[src/rtl/phase_readout.sv]
// phase_readout: measures each oscillator's phase offset against oscillator 0 over a
// 2^WINDOW_LOG2-cycle window and serves results through a valid/ready read port.
// Build option PHASE_READOUT_SNAPSHOT_EN adds a raw synchronized-input word at index N+1.

module phase_readout #(
    parameter int unsigned N           = 8,
    parameter int unsigned WINDOW_LOG2 = 10,
    parameter logic [31:0] ADDR_BASE   = 32'h0002_0000,
    parameter logic [31:0] ADDR_MASK   = 32'hFFFF_0000
) (
    input  logic         clk,
    input  logic         axi_rstn,
    input  logic         ising_rstn,
    input  logic [N-1:0] osc_in,
    input  logic         arvalid,
    output logic         arready,
    input  logic [31:0]  araddr,
    output logic         rvalid,
    input  logic         rready,
    output logic [31:0]  rdata
);

    localparam int unsigned ACC_W = WINDOW_LOG2 + 1;
    localparam int unsigned IDX_W = $clog2(N);
    localparam logic [13:0] IDX_STATUS = 14'(N);
    localparam logic [WINDOW_LOG2-1:0] CNT_ZERO = {WINDOW_LOG2{1'b0}};
    localparam logic [WINDOW_LOG2-1:0] CNT_ONE  = WINDOW_LOG2'(1);
    localparam logic [WINDOW_LOG2-1:0] CNT_LAST = {WINDOW_LOG2{1'b1}};
    localparam logic [ACC_W-1:0] ACC_ZERO = {ACC_W{1'b0}};

    typedef enum logic [0:0] {
        ST_IDLE = 1'b0,
        ST_RESP = 1'b1
    } state_t;

    logic [N-1:0]             sync1_q;
    logic [N-1:0]             sync2_q;
    logic [WINDOW_LOG2-1:0]   win_cnt_q;
    logic [WINDOW_LOG2-1:0]   win_cnt_d;
    logic [ACC_W-1:0]         acc_q    [N];
    logic [ACC_W-1:0]         acc_d    [N];
    logic [ACC_W-1:0]         result_q [N];
    logic [ACC_W-1:0]         result_d [N];
    logic [15:0]              window_id_q;
    logic [15:0]              window_id_d;
    logic                     win_end_s;

    state_t                   state_q;
    state_t                   state_d;
    logic                     arready_q;
    logic                     arready_d;
    logic                     rvalid_q;
    logic                     rvalid_d;
    logic [31:0]              rdata_q;
    logic [31:0]              rdata_d;

    logic                     addr_hit_s;
    logic [13:0]              idx_s;
    logic [31:0]              dec_s;
    logic                     unused_s;

    assign unused_s = ^araddr[1:0];

    // Two-flop synchronizer for the free-running oscillator inputs
    always_ff @(posedge clk or negedge axi_rstn) begin
        if (!axi_rstn) begin
            sync1_q <= {N{1'b0}};
            sync2_q <= {N{1'b0}};
        end else begin
            sync1_q <= osc_in;
            sync2_q <= sync1_q;
        end
    end

    assign win_end_s = ising_rstn && (win_cnt_q == CNT_LAST);

    // Window counter, mismatch accumulators and result capture
    always_comb begin
        win_cnt_d   = win_cnt_q;
        window_id_d = window_id_q;
        for (int i = 0; i < N; i++) begin
            acc_d[i]    = acc_q[i];
            result_d[i] = result_q[i];
        end
        if (!ising_rstn) begin
            win_cnt_d = CNT_ZERO;
            for (int i = 0; i < N; i++) begin
                acc_d[i] = ACC_ZERO;
            end
        end else begin
            win_cnt_d = win_cnt_q + CNT_ONE;
            for (int i = 1; i < N; i++) begin
                acc_d[i] = acc_q[i] + {{(ACC_W-1){1'b0}}, sync2_q[i] ^ sync2_q[0]};
            end
            // The closing cycle's increment is folded in before the result is latched.
            if (win_end_s) begin
                for (int i = 0; i < N; i++) begin
                    result_d[i] = acc_d[i];
                    acc_d[i]    = ACC_ZERO;
                end
                window_id_d = window_id_q + 16'd1;
            end else begin
                window_id_d = window_id_q;
            end
        end
        acc_d[0]    = ACC_ZERO;
        result_d[0] = ACC_ZERO;
    end

    // Measurement state registers
    always_ff @(posedge clk or negedge axi_rstn) begin
        if (!axi_rstn) begin
            win_cnt_q   <= CNT_ZERO;
            window_id_q <= 16'd0;
            for (int i = 0; i < N; i++) begin
                acc_q[i]    <= ACC_ZERO;
                result_q[i] <= ACC_ZERO;
            end
        end else begin
            win_cnt_q   <= win_cnt_d;
            window_id_q <= window_id_d;
            for (int i = 0; i < N; i++) begin
                acc_q[i]    <= acc_d[i];
                result_q[i] <= result_d[i];
            end
        end
    end

`ifdef PHASE_READOUT_SNAPSHOT_EN
    localparam logic [13:0] IDX_SNAP = 14'(N + 1);
    logic [31:0] snap_s;

    if (N >= 32) begin : g_snap_trunc
        assign snap_s = sync2_q[31:0];
    end else begin : g_snap_ext
        assign snap_s = {{(32-N){1'b0}}, sync2_q};
    end
`endif

    // Address decode of the read word presented with the request
    always_comb begin
        addr_hit_s = ((araddr & ADDR_MASK) == ADDR_BASE);
        idx_s      = araddr[15:2];
        dec_s      = 32'h0000_0000;
        if (!addr_hit_s) begin
            dec_s = 32'hFFFF_FFFF;
        end else if (idx_s < IDX_STATUS) begin
            dec_s = 32'(result_q[idx_s[IDX_W-1:0]]);
        end else if (idx_s == IDX_STATUS) begin
            dec_s = {window_id_q, 15'b0, ising_rstn};
`ifdef PHASE_READOUT_SNAPSHOT_EN
        end else if (idx_s == IDX_SNAP) begin
            dec_s = snap_s;
`endif
        end else begin
            dec_s = 32'h0000_0000;
        end
    end

    // Read FSM state and registered handshake outputs
    always_ff @(posedge clk or negedge axi_rstn) begin
        if (!axi_rstn) begin
            state_q   <= ST_IDLE;
            arready_q <= 1'b0;
            rvalid_q  <= 1'b0;
            rdata_q   <= 32'h0000_0000;
        end else begin
            state_q   <= state_d;
            arready_q <= arready_d;
            rvalid_q  <= rvalid_d;
            rdata_q   <= rdata_d;
        end
    end

    // Read FSM next state
    always_comb begin
        state_d = state_q;
        case (state_q)
            ST_IDLE: begin
                if (arvalid && arready_q) begin
                    state_d = ST_RESP;
                end else begin
                    state_d = ST_IDLE;
                end
            end
            ST_RESP: begin
                if (rready) begin
                    state_d = ST_IDLE;
                end else begin
                    state_d = ST_RESP;
                end
            end
            default: begin
                state_d = ST_IDLE;
            end
        endcase
    end

    // Read FSM outputs, computed one cycle ahead so they leave the block registered
    always_comb begin
        arready_d = 1'b0;
        rvalid_d  = 1'b0;
        rdata_d   = rdata_q;
        case (state_d)
            ST_IDLE: begin
                arready_d = 1'b1;
                rvalid_d  = 1'b0;
            end
            ST_RESP: begin
                arready_d = 1'b0;
                rvalid_d  = 1'b1;
            end
            default: begin
                arready_d = 1'b0;
                rvalid_d  = 1'b0;
            end
        endcase
        if ((state_q == ST_IDLE) && (state_d == ST_RESP)) begin
            rdata_d = dec_s;
        end else begin
            rdata_d = rdata_q;
        end
    end

    assign arready = arready_q;
    assign rvalid  = rvalid_q;
    assign rdata   = rdata_q;

endmodule

[config.mk]
export PLATFORM = sky130hd
export DESIGN_NAME = phase_readout
export DESIGN_NICKNAME = d
export VERILOG_FILES = /design/src/rtl/phase_readout.sv
export SDC_FILE = /design/constraint.sdc
export NUM_CORES = 1
export LEC_CHECK = 0
export ABC_AREA = 1
export CAP_MARGIN = 20
export CORE_MARGIN = 1.5
export CORE_UTILIZATION = 40
export DETAILED_ROUTE_END_ITERATION = 6
export PLACE_DENSITY = 0.59
export SYNTH_ARGS = -nofsm -noshare
export SYNTH_HDL_FRONTEND = slang
export SYNTH_SLANG_ARGS = --single-unit
[constraint.sdc]
create_clock -name clk -period 1.82 [get_ports clk]
set_input_delay 0.364 -clock clk [delete_from_list [all_inputs] [get_ports clk]]
set_output_delay 0.364 -clock clk [all_outputs]
set_load 0.01 [all_outputs]
==> impl_metrics.yaml <==
sta:
  finalCriticalPeriod_ns: 1.85
  timing.final.crit_share_pct: 102
  fmaxAchievable_mhz: 540
  fin_skew_ns: 0.0302
  setup_viol: 38
  hold_slack_ns: 0.260
  slew_viol_final: 0
  worst_pin_slew_ns: 0.423
  slew_headroom_pct: 71.8
  timing.final.ws_setup_ns: -0.0330
  rsz0062_at_grt: "yes"
  hold_viol: 0
placed_design:
  dp_cells: 1760
  hpwl_um: 18200
  place_ws_ns: -0.182
  place.port_buffers: 76
  routabilityCongestion: 0.838
run_status:
  violations: "negative setup slack"
  outcome: "finished with violations"
power:
  netSwitchingPower_mw: 2.95
  p_seq_share_pct: 44.3
  max-vdd-ir-drop_v: 0.000590
  power_density_mw_per_mm2: 865
  combPwrFrac_pct: 10.6
  pwr-share-clk_pct: 45.1
  intPower_mw: 9.23
  p_leak_nw: 6.55
  netSwitchingFraction_pct: 24.2
cells_and_area:
  final_cell_mix: "nand2_1, dfrtp_1, inv_1"
  finalNonFillerCells: 1828
  n_antenna_cell: 0
  drive_gt1_share_pct: 14.9
  final_net_count: 1531
  final_util_pct: 52.5
  syn_to_final_growth_pct: 29.9
  layout_commonest_cell: "nand2_1"
die:
  dieArea_mm2: 0.0281
  initial_utilization_pct: 40.4
  die_h_um: 168
  row_count: 60
  die_w_um: 168
  core-area_mm2: 0.0268
  io_pins: 79
synth:
  synth_seq_cells: 226
  syn-cell-area_mm2: 0.0108
  yosysUniqueCellTypes: 32
  synth_edf_count: 0
  async_flop_share_pct: 100
  syn-num-nets: 1394
  yosys_warnings: 0
  avgSynthCellArea_um2: 8.14
  ys.flop_type: "dfrtp_1"
  yosysSeqAreaShare_pct: 52.2
  synthCells: 1332
clock_network:
  cts_root_buf: "clkbuf_16"
  clk_latency_ns: 0.54
  h-tree-depth: 1
  clk_pin_slew_ns: 0.06
  cts_tree: "yes"
  cts_sinks: 226
  cts_buffers: 26
  clock_path_buffers: 3
global_routing:
  grt_pass1_vias: 8477
  overflow: 0
  grt_max_degree: 64
  track_usage_pct: 18.7
  antenna_found_initial: 0
  grt_first_pass_wirelength_um: 42600
setup_path:
  crit_type: "reg2reg"
  critPathCaptureType: "flop"
  worstPathRequired_ns: 2.24
  cp_max_fo: 32
  cp-start-kind: "flop"
  worst_ep_arrival_time_ns: 2.27
detailed_routing:
  drcViolationCount: 0
  vias: 8968
  wire_per_inst_um: 15.1
  dr.pass1.iters: 5
  vias_per_cell: 4.91
  antenna_left: 0
  initialDrtViolationCount: 641
  routed_wl_um: 27600
hold_path:
  hold_path_class: "in2reg"
run:
  maxCapViolations: 0
worst max-delay path, stage by stage, from the launching register on:
cell and delay (ns):
dfrtp_1 0.38, ha_2 0.21, nand2_2 0.08, nor2_4 0.13
nand3b_1 0.15, nor2_4 0.28, clkinv_4 0.17, buf_12 0.20
nand2_1 0.08, o21ai_1 0.07
power by group through the flow:
| stage | combinational, mW | sequential [mW] | clock (mW) |
|---|---|---|---|
| finish | 1.29 | 5.39 | 5.50 |
| CTS | 1.27 | 5.38 | 5.62 |
| detailed placement | 1.31 | 5.47 | 0 |
| floorplan | 0.636 | 5.47 | 0 |
| global placement | 1.30 | 5.46 | 0 |
| global route | 1.44 | 5.41 | 5.85 |
synth_stat cells, types with 17 or more instances:
cell | count | area (µm²)
nand3_1 | 87 | 435
ha_1 | 17 | 213
buf_2 | 17 | 85.1
xor2_1 | 32 | 280
a21oi_1 | 39 | 195
nand4_1 | 18 | 113
inv_1 | 151 | 567
dfrtp_1 | 226 | 5660
o21ai_0 | 64 | 320
nand2_1 | 394 | 1480
buf_4 | 17 | 128
nor2_1 | 145 | 544
nor3_1 | 28 | 140
o21ai_1 | 24 | 120
registers in the layout (all words and copies together), names as in the netlist:
signal,flops
rdata,28
arready,1
sync1_q,8
win_cnt_q,10
window_id_q,16
result_q,77
acc_q,77
sync2_q,8
rvalid,1
layout make-up:
| class | instances | area (µm²) |
|---|---|---|
| flip-flops and latches | 226 | 5660 |
| fillers | 2513 | 12700 |
| clock inverters | 10 | 165 |
| well taps | 341 | 427 |
| inverters | 154 | 586 |
| repair buffers | 159 | 1690 |
| multi-input cells | 902 | 4810 |
| clock buffers | 36 | 748 |
cell families (layout without fill, tap and decap cells):
group           after synthesis  count (layout)  synth area share [%]
xor+xnor                     46              46                  3.72
mux                          15              15                  1.39
flops                       226             226                  52.2
compound gates              138             138                  6.62
fa+ha+maj                    17              17                  1.96
simple gates                686             686                  26.0
buf+inv                     204             359                  8.13
metal layers:
| metal | up-vias | global-route usage, % | share of wire, % |
|---|---|---|---|
| li1 | 4461 | - | - |
| met2 | 216 | 30.1 | 45 |
| met4 | 0 | 4.11 | 1.5 |
| met5 | - | 0 | 0 |
| met1 | 4256 | 26.2 | 47 |
| met3 | 35 | 3.45 | 5.9 |
timing repair:
item | CTS | global route
buffers inserted | 2 | 8
gates cloned | 0 | 11
hold buffers | 1 | 0
setup endpoints to repair | 50 | 134
pin swaps | 13 | 41
endpoints found under the hold margin | 41 | 0
gates resized for setup | 43 | 114
final timing paths:
kind | start | endpoint | slack (ns) | cells past startpoint
max | win_cnt_q[1] | result_q[14] | -0.03 | 9
min | osc_in[3] | sync1_q[3] | 0.26 | 1
max reg2reg | win_cnt_q[1] | result_q[14] | -0.03 | 9
min reg2reg | sync1_q[5] | sync2_q[5] | 0.35 | 0
max in group asynchronous | axi_rstn | sync1_q[7] | 0.82 | 3
min in group asynchronous | axi_rstn | result_q[73] | 0.36 | 2
stage by stage:
stage	power, mW	area, µm²	setup TNS [ns]
CTS	12.3	13400	-0.251
global placement	6.76	12300	-3.61
floorplan	6.10	10900	0
detailed placement	6.78	12300	-4.99
finish	12.2	14100	-0.481
global route	12.7	14100	-7.99
Note: power is estimated with default switching activity, not from simulation.
